==> config.mk <==
export PLATFORM = sky130hd
export DESIGN_NAME = truth_table_sweep
export DESIGN_NICKNAME = d
export VERILOG_FILES = /design/src/rtl/truth_table_sweep_pkg.sv /design/src/rtl/truth_table_sweep_settle_timer.sv /design/src/rtl/truth_table_sweep.sv
export SDC_FILE = /design/constraint.sdc
export NUM_CORES = 1
export LEC_CHECK = 0
export CAP_MARGIN = 30
export CORE_MARGIN = 5
export CORE_UTILIZATION = 25
export DETAILED_ROUTE_END_ITERATION = 8
export SLEW_MARGIN = 20
export SYNTH_ARGS = -nofsm -noshare
export SYNTH_HDL_FRONTEND = slang
export SYNTH_SLANG_ARGS = --single-unit
==> constraint.sdc <==
create_clock -name clk -period 1.6 [get_ports clk]
set_input_delay 0.16 -clock clk [delete_from_list [all_inputs] [get_ports clk]]
set_output_delay 0.16 -clock clk [all_outputs]
set_load 0.02 [all_outputs]
==> src/rtl/truth_table_sweep_pkg.sv <==
// Shared constants for the truth-table sweeper: state encoding and default sizing.
package truth_table_sweep_pkg;

    typedef enum logic [1:0] {
        IDLE   = 2'd0,
        DRIVE  = 2'd1,
        SAMPLE = 2'd2,
        DONE   = 2'd3
    } state_e;

    localparam int N_IN_DEFAULT    = 3;
    localparam int TABLE_W_DEFAULT = 2 ** N_IN_DEFAULT;

endpackage

==> src/rtl/truth_table_sweep_settle_timer.sv <==
// Loadable down-counter that times how long each stimulus vector is held before sampling.
module settle_timer #(
    parameter int W = 1
) (
    input  logic         clk,
    input  logic         rst_n,
    input  logic         clear_i,
    input  logic         load_i,
    input  logic [W-1:0] load_val_i,
    input  logic         en_i,
    output logic         expired_o
);

    logic [W-1:0] cnt_q;

    // A load always wins so a new vector can start in the same cycle the timer is cleared.
    always_ff @(posedge clk or negedge rst_n) begin
        if (!rst_n) begin
            cnt_q <= '0;
        end else if (load_i) begin
            cnt_q <= load_val_i;
        end else if (clear_i) begin
            cnt_q <= '0;
        end else if (en_i && (cnt_q != '0)) begin
            cnt_q <= cnt_q - W'(1);
        end
    end

    assign expired_o = (cnt_q == '0);

endmodule

==> src/rtl/truth_table_sweep.sv <==
// Sweeps every input combination of a small boolean function and captures its truth table.
// Define TRUTH_TABLE_COMPARE_EN to build the comparator against EXPECTED that drives mismatch.
module truth_table_sweep
    import truth_table_sweep_pkg::*;
#(
    parameter int                  N_IN     = N_IN_DEFAULT,
    parameter int                  SETTLE   = 1,
    parameter logic [2**N_IN-1:0]  EXPECTED = 8'b0100_0000
) (
    input  logic                 clk,
    input  logic                 rst_n,
    input  logic                 start,
    output logic [N_IN-1:0]      stim,
    input  logic                 resp,
    output logic                 busy,
    output logic                 done,
    output logic [2**N_IN-1:0]   table_o,
    output logic                 mismatch
);

    localparam int TABLE_W = 2 ** N_IN;
    localparam int CW      = $clog2(SETTLE + 1);
    localparam logic [CW-1:0] LOAD_VAL = CW'(SETTLE - 1);

    state_e              state_q;
    logic [N_IN-1:0]     idx_q;
    logic                busy_q;
    logic                done_q;
    logic [TABLE_W-1:0]  table_q;
    logic [TABLE_W-1:0]  table_d;
    logic                lastIdx;
    logic                timerLoad;
    logic                timerClear;
    logic                timerExpired;

    assign lastIdx    = (idx_q == {N_IN{1'b1}});
    assign timerLoad  = (((state_q == IDLE) || (state_q == DONE)) && start)
                      || ((state_q == SAMPLE) && !lastIdx);
    assign timerClear = (state_q == IDLE);

    settle_timer #(.W(CW)) u_settle_timer (
        .clk        (clk),
        .rst_n      (rst_n),
        .clear_i    (timerClear),
        .load_i     (timerLoad),
        .load_val_i (LOAD_VAL),
        .en_i       (state_q == DRIVE),
        .expired_o  (timerExpired)
    );

    always_comb begin
        table_d        = table_q;
        table_d[idx_q] = resp;
    end

`ifdef TRUTH_TABLE_COMPARE_EN
    logic mismatch_q;
`else
    localparam logic unused_expected = ^EXPECTED;
`endif

    // The DONE branch shares the IDLE start handling so a held start restarts immediately.
    always_ff @(posedge clk or negedge rst_n) begin
        if (!rst_n) begin
            state_q    <= IDLE;
            idx_q      <= '0;
            busy_q     <= 1'b0;
            done_q     <= 1'b0;
            table_q    <= '0;
`ifdef TRUTH_TABLE_COMPARE_EN
            mismatch_q <= 1'b0;
`endif
        end else begin
            done_q <= 1'b0;
            case (state_q)
                IDLE, DONE: begin
                    if (start) begin
                        state_q    <= DRIVE;
                        idx_q      <= '0;
                        busy_q     <= 1'b1;
                        table_q    <= '0;
`ifdef TRUTH_TABLE_COMPARE_EN
                        mismatch_q <= 1'b0;
`endif
                    end else begin
                        state_q <= IDLE;
                    end
                end
                DRIVE: begin
                    if (timerExpired) begin
                        state_q <= SAMPLE;
                    end
                end
                SAMPLE: begin
                    table_q <= table_d;
                    if (lastIdx) begin
                        state_q    <= DONE;
                        busy_q     <= 1'b0;
                        done_q     <= 1'b1;
`ifdef TRUTH_TABLE_COMPARE_EN
                        mismatch_q <= (table_d != EXPECTED);
`endif
                    end else begin
                        idx_q   <= idx_q + 1'b1;
                        state_q <= DRIVE;
                    end
                end
                default: state_q <= IDLE;
            endcase
        end
    end

    assign stim    = idx_q;
    assign busy    = busy_q;
    assign done    = done_q;
    assign table_o = table_q;
`ifdef TRUTH_TABLE_COMPARE_EN
    assign mismatch = mismatch_q;
`else
    assign mismatch = 1'b0;
`endif

endmodule

==> results.toml, run 1 <==
[critical_path]
cp.arrival_ps = 1700
cpPeakStageDelay_ps = 400
cp-start-kind = "flip-flop"
cp_common_cell = "buf_4"
cp_max_fo = 6
cp-end-kind = "flip-flop"
path_cells = "inv_2 -> ha_4 -> mux2i_2 -> buf_4 -> buf_4 -> o211ai_1 -> o31ai_1"
path_class = "flip-flop to flip-flop"
required_ps = 1730
critPathSlowestCell = "dfrtp_1"

[timing]
slew_viol_final = 0
fin_hold_ws_ps = 217
fin_crit_sh_pct = 98.2
fin_skew_ps = 5.15
clock.fmax_ghz = 0.637
min_period_ps = 1570
setup_viol = 0
final-hold-violation-count = 0
worst_slack_ps = 29.5
rsz0062_at_grt = "yes"

[cells_and_area]
fin_util_pct = 34.2
fillers = 379
drive_gt1_share_pct = 24.8
stdcell_area_um2 = 1240
antennaDiodeCount = 0
fin_nets = 120
syn_to_final_growth_pct = 34.1

[power_and_ir_drop]
pwr-share-clk_pct = 22.3
p_int_mw = 1.02
p_leak_nw = 0.513
p_sw_share_pct = 36.6
power.switching_mw = 0.591
powerDensity_nw_per_um2 = 1300
ir_drop_mv = 0.476
comb_power_share_pct = 47.8
p_seq_share_pct = 29.9

[floorplan]
core_area_um2 = 3630
initial_core_util_pct = 25.5
die_y_um = 70.9
fp-row-count = 22
io_pins = 18
die_x_um = 70.9
die_area_um2 = 5030

[job]
cap_viol_max_count = 0

[yosys]
netlist.area_leader.share_pct = 43.2
synth_common_cells = "16 x dfrtp_1, 10 x nand2_1, 7 x o21ai_0, 6 x ha_1, 6 x mux2i_1"
syn_area_um2 = 927
ys_seq_elements = 16
syn_nets = 95
synthSimpleGateAreaFrac_pct = 20.5
synth_cells = 85
ys.warnings.count = 0
ys_top_cells_by_area = "dfrtp_1 43%, ha_1 8.1%, mux2i_1 6.5%"
synth.avg_cell_area_um2 = 10.9
ys.flop_type = "dfrtp_1"
synthXorXnorAreaFrac_pct = 0
async_flop_share_pct = 100
synth_compound_area_share_pct = 12.0
synth_edf_count = 0
synth_top_family_by_area = "simple AND/OR/NAND/NOR gates"
ys_seq_area_share_pct = 43.2
synth_fa_ha_area_share_pct = 8.10
yosysTopAreaCell = "dfrtp_1"
yosysMostFrequentCell = "dfrtp_1"
synth.area.mux_share_pct = 6.48
ys_types = 27

[drt]
antenna_left = 0
first_iter_violations = 36
dr.pass1.iters = 4
wl_um = 1990
wl_per_cell_um = 12.7
vias_per_cell = 4.41
vias = 693
drcViolationCount = 0

[placed_design]
placed_cell_area_um2 = 1160
portBuffers = 16
dp_slack_ps = -42.7
dp_hpwl_um = 1500
gp_congestion = 0.765

[cts]
cts_sinks = 16
cts_root_buf = "clkbuf_8"
clkLatencyLatePin_ps = 250
cts_buffers = 3
clockBufferDepth = 2
path_clk_slew_ps = 70
ctsHoldBuffers = 0
cts_tree = "built"
htreeDepth = 1

[grt]
grt_pass1_wl_um = 3350
overflow = 0
grt_start_max_net_pins = 17
grt_pass1_vias = 715
antenna_found_initial = 0
track_usage_pct = 8.61

[min_path]
worstHoldPathType = "primary input to async pin"

[run_status]
status = "completed"
==> cells by family (layout without fill, tap and decap cells) <==
kind of cell               count (synthesis)  after routing
DFF                                       16             16
AOI/OAI and AO/OA                         16             16
buffers and inverters                     13             37
other                                      1              1
adders and majority gates                  6              6
muxes                                      6              6
and+or+nand+nor                           27             27
==> cell usage in the layout (no fill, tap or decap) <==
cell,n
o311ai_2,1
o211ai_1,2
mux2i_1,5
o41ai_1,1
or3_1,1
nand3b_1,4
nor4b_1,1
nor4_2,1
or2b_1,1
inv_1,3
or3b_4,1
buf_2,1
buf_4,11
a21oi_1,1
inv_2,2
o31ai_1,3
nor4b_4,1
nor2_1,1
and2_1,1
o21ai_1,2
o21ai_0,5
ha_1,4
mux2i_2,1
conb_1,1
nand3_1,3
clkdlybuf4s50_1,16
nand2_1,10
ha_4,1
dfrtp_1,16
clkbuf_8,4
ha_2,1
o2bb2ai_1,1
nor4b_2,2
==> power groups by stage <==
stage,clock network [mW],registers (mW),logic [mW]
final,0.361,0.482,0.771
after global routing,0.401,0.487,0.837
after CTS,0.377,0.481,0.731
after detailed placement,0,0.484,0.670
after global placement,0,0.482,0.645
after floorplan,0,0.496,0.497
==> state kept, by name, indices dropped and copies added, names as in the netlist <==
| signal | cells |
|---|---|
| busy | 1 |
| done | 1 |
| stim | 3 |
| table_o | 8 |
| state_q | 2 |
| u_settle_timer.cnt_q | 1 |
==> repair_timing <==
item                       in CTS  in global routing
setup buffers                   0                  0
resized for setup               5                  4
setup endpoints to repair       7                  7
cloned                          0                  1
==> worst max-delay path, delay by kind of cell (launching register included) <==
kind	cells	cell delay, ps
muxes	1	150
AOI/OAI and AO/OA	2	280
adders and majority gates	1	210
DFF	1	400
buffers and inverters	3	400
==> path summary, 6_finish.rpt <==
path                            slack (ps)                   end       start  depth (start not counted)
worst max-delay path                    30            table_o[5]  state_q[1]                          7
worst min-delay path                   220  u_settle_timer.cnt_q       rst_n                          2
worst max register to register          30            table_o[5]  state_q[1]                          7
worst min register to register         510                  busy        busy                          2
max in group asynchronous             1200               stim[1]       rst_n                          2
min in group clk                       510                  busy        busy                          2
==> stage by stage <==
stage	power, mW	setup TNS [ps]	std cells
2_1_floorplan	0.994	0	85
3_3_place_gp	1.13	0	152
3_5_place_dp	1.15	-93.9	152
4_1_cts	1.59	0	156
5_1_grt	1.73	-195	157
6_report	1.61	0	157
==> layer usage <==
layer | wire (um) | track usage, % | up-vias
met4 | 58 | 5.64 | 0
met2 | 867 | 12.6 | 23
li1 | - | - | 347
met3 | 132 | 2.13 | 5
met1 | 935 | 11.2 | 318
met5 | 0 | 0 | -
==> area by class of cell <==
| class | instances | area [um^2] | share of cell area (%) |
|---|---|---|---|
| Inverter | 5 | 18.8 | 1.51 |
| Sequential cell | 16 | 400 | 32.2 |
| Clock buffer | 4 | 55.1 | 4.43 |
| Timing Repair Buffer | 28 | 248 | 19.9 |
| Multi-Input combinational cell | 56 | 462 | 37.1 |
| Tap cell | 48 | 60.1 | 4.83 |
(Power assumes the default switching activity.)
==> inputs of run 2 (changes only) <==
--- a/config.mk
+++ b/config.mk
@@ -9,6 +9,7 @@
 export CORE_MARGIN = 5
 export CORE_UTILIZATION = 25
 export DETAILED_ROUTE_END_ITERATION = 8
+export PLACE_DENSITY = 0.47
 export SLEW_MARGIN = 20
 export SYNTH_ARGS = -nofsm -noshare
 export SYNTH_HDL_FRONTEND = slang
==> results.toml, run 2 (synthesis results as in run 1) <==
[timing]
fin_setup_tns_ps = 0
fin_hold_ws_ps = 239
fin_crit_sh_pct = 96.5
final-hold-violation-count = 0
clock.fmax_ghz = 0.648
setup_viol = 0
min_period_ps = 1540
rsz0062_at_grt = "yes"
fin_skew_ps = 2.42
slew_viol_final = 0

[cts]
cts_buffers = 3
ctsHoldBuffers = 0
cts_root_buf = "clkbuf_8"
postCtsSetupRepairBufs = 0
path_clk_slew_ps = 60
cts_tree = "built"
clkLatencyLatePin_ps = 250
clockBufferDepth = 2
htreeDepth = 1
cts_sinks = 16

[cells_and_area]
antennaDiodeCount = 0
fin_nets = 122
syn_to_final_growth_pct = 38.3
drive_gt1_share_pct = 29.1
layout_commonest_cell = "dfrtp_1"
largest_reg_flops = 8
stdcell_area_um2 = 1280
most-common-layout-cells = "16 x dfrtp_1, 15 x clkdlybuf4s50_1, 13 x buf_4, 9 x nand2_1, 6 x o21ai_0"
layout.cells.non_filler = 158
fin_util_pct = 35.3

[drt]
dr.pass1.iters = 4
vias = 713
vias_per_cell = 4.51
wl_um = 2110
first_iter_violations = 18
antenna_left = 0
wl_per_cell_um = 13.4
drcViolationCount = 0

[power_and_ir_drop]
p_leak_nw = 0.548
ir_drop_mv = 0.403
powerDensity_nw_per_um2 = 1310

[min_path]
worstHoldPathType = "primary input to async pin"

[floorplan]
core_area_um2 = 3630
die_x_um = 70.9
die_y_um = 70.9
die_area_um2 = 5030
initial_core_util_pct = 25.5
fp-row-count = 22
io_pins = 18

[critical_path]
cpPeakStageDelay_ps = 390
required_ps = 1780
reg2regPathDepth = 6
critPathTopFamily = "flip-flops"
cp-start-kind = "flip-flop"
cp-end-kind = "flip-flop"
cp.arrival_ps = 1720
ff2ff_setup_slack_ps = 60
worstReg2RegEnd = "table_o[1]"
path_class = "flip-flop to flip-flop"
cp_max_fo = 8
worstReg2RegStart = "state_q[0]"
path_cells = "inv_2 -> ha_4 -> mux2i_2 -> buf_6 -> nor4b_4 -> mux2i_1"
path_buf_inv = 2
critPathSlowestCell = "dfrtp_1"

[grt]
grt_start_max_net_pins = 17
grt_pass1_wl_um = 3520
track_usage_pct = 8.91
antenna_found_initial = 0
grt_pass1_vias = 740
overflow = 0

[placed_design]
dp_hpwl_um = 1580
placed_cell_area_um2 = 1180
gp_congestion = 0.687
dp_cells = 155
portBuffers = 16

[run_status]
status = "completed"

[job]
cap_viol_max_count = 0
run 2: changes by cell type in the layout (fill, tap and decap cells not counted), sizes merged:
cell	change
buf	+2
clkbuf	-1
clkdlybuf4s50	-1
dlymetal6s2s	+1
run 2: power breakdown:
| group | switching [mW] | internal [mW] | total [mW] |
|---|---|---|---|
| clock network | 0.137 | 0.167 | 0.304 |
| logic | 0.465 | 0.431 | 0.895 |
| registers | 0.0309 | 0.446 | 0.477 |
| total | 0.633 | 1.04 | 1.68 |
run 2: how the worst max path moves through the flow:
stage	startpoint	to	slack, ps	cells past startpoint
2_1_floorplan	state_q[0]	table_o[6]	70	7
3_3_place_gp	state_q[1]	table_o[6]	-30	5
3_5_place_dp	state_q[0]	table_o[6]	-50	6
4_1_cts	state_q[0]	table_o[7]	10	6
5_1_grt	state_q[0]	table_o[4]	-50	6
6_report	state_q[0]	table_o[1]	60	6
run 2: area by class of cell:
cell class / instances / area (um^2)
clock buffers: 3 / 41.3
fillers: 383 / 2350
inverters: 5 / 18.8
multi-input cells: 56 / 490
flip-flops and latches: 16 / 400
well taps: 48 / 60.1
repair buffers: 30 / 272
run 2: metal layers:
| layer | up-vias | track usage, % | wire length, um |
|---|---|---|---|
| met2 | 8 | 14.9 | 1110 |
| met5 | - | 0 | 0 |
| li1 | 351 | - | - |
| met1 | 352 | 10.8 | 941 |
| met3 | 2 | 0.994 | 40 |
| met4 | 0 | 5.64 | 25 |
run 2: metrics by stage:
step,worst slack (ps),power [mW]
finish,55.7,1.68
global route,-52.7,1.79
CTS,14.6,1.62
detailed placement,-52.6,1.23
global placement,-33.8,1.22
floorplan,71.2,0.994
run 2: what timing repair did:
item                                   CTS  global route
resized for setup                        3            11
setup endpoints to repair                5            10
pin swaps                                0             2
endpoints found under the hold margin    0             0
run 2: worst register-to-register path: stages, from the launching register on:
cell and delay, ps:
dfrtp_1 390, inv_2 90, ha_4 220, mux2i_2 160, buf_6 160, nor4b_4 260
mux2i_1 200
==> inputs of run 3 (changes only) <==
--- a/config.mk
+++ b/config.mk
@@ -5,8 +5,8 @@
 export SDC_FILE = /design/constraint.sdc
 export NUM_CORES = 1
 export LEC_CHECK = 0
+export ABC_CLOCK_PERIOD_IN_PS = 1600
 export CAP_MARGIN = 30
-export CORE_MARGIN = 5
 export CORE_UTILIZATION = 25
 export DETAILED_ROUTE_END_ITERATION = 8
 export PLACE_DENSITY = 0.47
==> results.toml, run 3 (synthesis results as in run 1) <==
[placed_design]
dp_cells = 151
portBuffers = 16
dp_hpwl_um = 1410
gp_congestion = 0.696

[cts]
clockBufferDepth = 2
htreeDepth = 1
path_clk_slew_ps = 70
cts_buffers = 3
cts_tree = "built"
clkLatencyLatePin_ps = 250
ctsHoldBuffers = 0
cts_root_buf = "clkbuf_8"
cts_sinks = 16

[floorplan]
die_x_um = 62.9
initial_core_util_pct = 26.9
io_pins = 18
core_area_um2 = 3440
die_area_um2 = 3960
fp-row-count = 21
die_y_um = 62.9

[power_and_ir_drop]
ir_drop_mv = 0.468
p_leak_nw = 0.552
powerDensity_nw_per_um2 = 1320
total_power_mw = 1.69

[timing]
slew_viol_final = 0
setup_viol = 0
fin_skew_ps = 2.23
min_period_ps = 1560
clock.fmax_ghz = 0.642
final-hold-violation-count = 0
rsz0062_at_grt = "yes"
fin_crit_sh_pct = 97.4

[cells_and_area]
multi_input_area_um2 = 477
layout.cells.non_filler = 157
syn_to_final_growth_pct = 37.9
largest_reg_flops = 8
most-common-layout-cells = "16 x dfrtp_1, 14 x clkdlybuf4s50_1, 13 x buf_4, 10 x nand2_1, 6 x o21ai_0"
fillers = 348
drive_gt1_share_pct = 25.2
layout_commonest_cell = "dfrtp_1"
antennaDiodeCount = 0
fin_nets = 122
regArea_um2 = 400

[drt]
antenna_left = 0
wl_per_cell_um = 12.5
first_iter_violations = 43
wl_um = 1960
vias_per_cell = 4.41
vias = 693
drcViolationCount = 0
dr.pass1.iters = 4

[critical_path]
critPathSlowestCell = "dfrtp_1"
path_cells = "inv_2 -> ha_4 -> mux2i_2 -> buf_4 -> nor4b_4 -> mux2i_1"
required_ps = 1770
cp-end-kind = "flip-flop"
cp.arrival_ps = 1730
worst-path-stages = 6
path_buf_inv = 2
cp_max_fo = 5
path_class = "flip-flop to flip-flop"
reg2regPathDepth = 6
critPathTopFamily = "flip-flops"
cpPeakStageDelay_ps = 390
cp-start-kind = "flip-flop"

[job]
cap_viol_max_count = 0

[grt]
grt_pass1_wl_um = 3330
grt_pass1_vias = 747
overflow = 0
track_usage_pct = 10.8
grt_start_max_net_pins = 17
antenna_found_initial = 0

[run_status]
status = "completed"

[min_path]
worstHoldPathType = "primary input to async pin"
## run 3: where the power goes
part | leakage (nW) | switching, mW | internal [mW]
Sequential | 0.216 | 0.0259 | 0.446
Clock | 0.0288 | 0.144 | 0.218
Combinational | 0.307 | 0.447 | 0.406
## run 3: worst paths after layout
kind,startpoint,end,slack (ps)
setup / recovery,state_q[0],table_o[2],40
hold / removal,rst_n,table_o[4],240
setup reg to reg,state_q[0],table_o[2],40
hold reg to reg,table_o[3],table_o[3],520
max in group asynchronous,rst_n,done,1180
min in group clk,table_o[3],table_o[3],520
## run 3: cell type report
| class | instances | area share [%] |
|---|---|---|
| repair buffers | 30 | 21.1 |
| multi-input cells | 56 | 37.3 |
| flip-flops and latches | 16 | 31.3 |
| clock buffers | 4 | 4.31 |
| inverters | 5 | 1.47 |
| well taps | 46 | 4.50 |
## run 3: stage by stage
stage	util, %	cell area, um^2	hold WS [ps]	worst slack (ps)	setup TNS (ps)
floorplan	-	927	-136	71.2	0
global placement	33.9	1170	497	-29.5	-42.1
detailed placement	33.9	1170	501	-54.9	-279
CTS	36.2	1240	238	10.4	0
global route	37.2	1280	275	-29.0	-49.9
finish	37.2	1280	235	41.6	0
## run 3: routing by layer
metal  share of wire [%]  wire length [um]  global-route usage, %  vias up
met4                 1.4                27                   6.98        0
met3                 2.4                46                   1.28        2
met2                  46               899                   17.5       14
met1                  50               983                   13.5      329
li1                    -                 -                      -      348
met5                   0                 0                      0        -
## run 3: what timing repair did
| action | CTS | global route |
|---|---|---|
| buffers inserted | 0 | 1 |
| pin swaps | 0 | 1 |
| setup endpoints to repair | 11 | 12 |
| gates resized for setup | 6 | 7 |
| gates cloned | 0 | 1 |
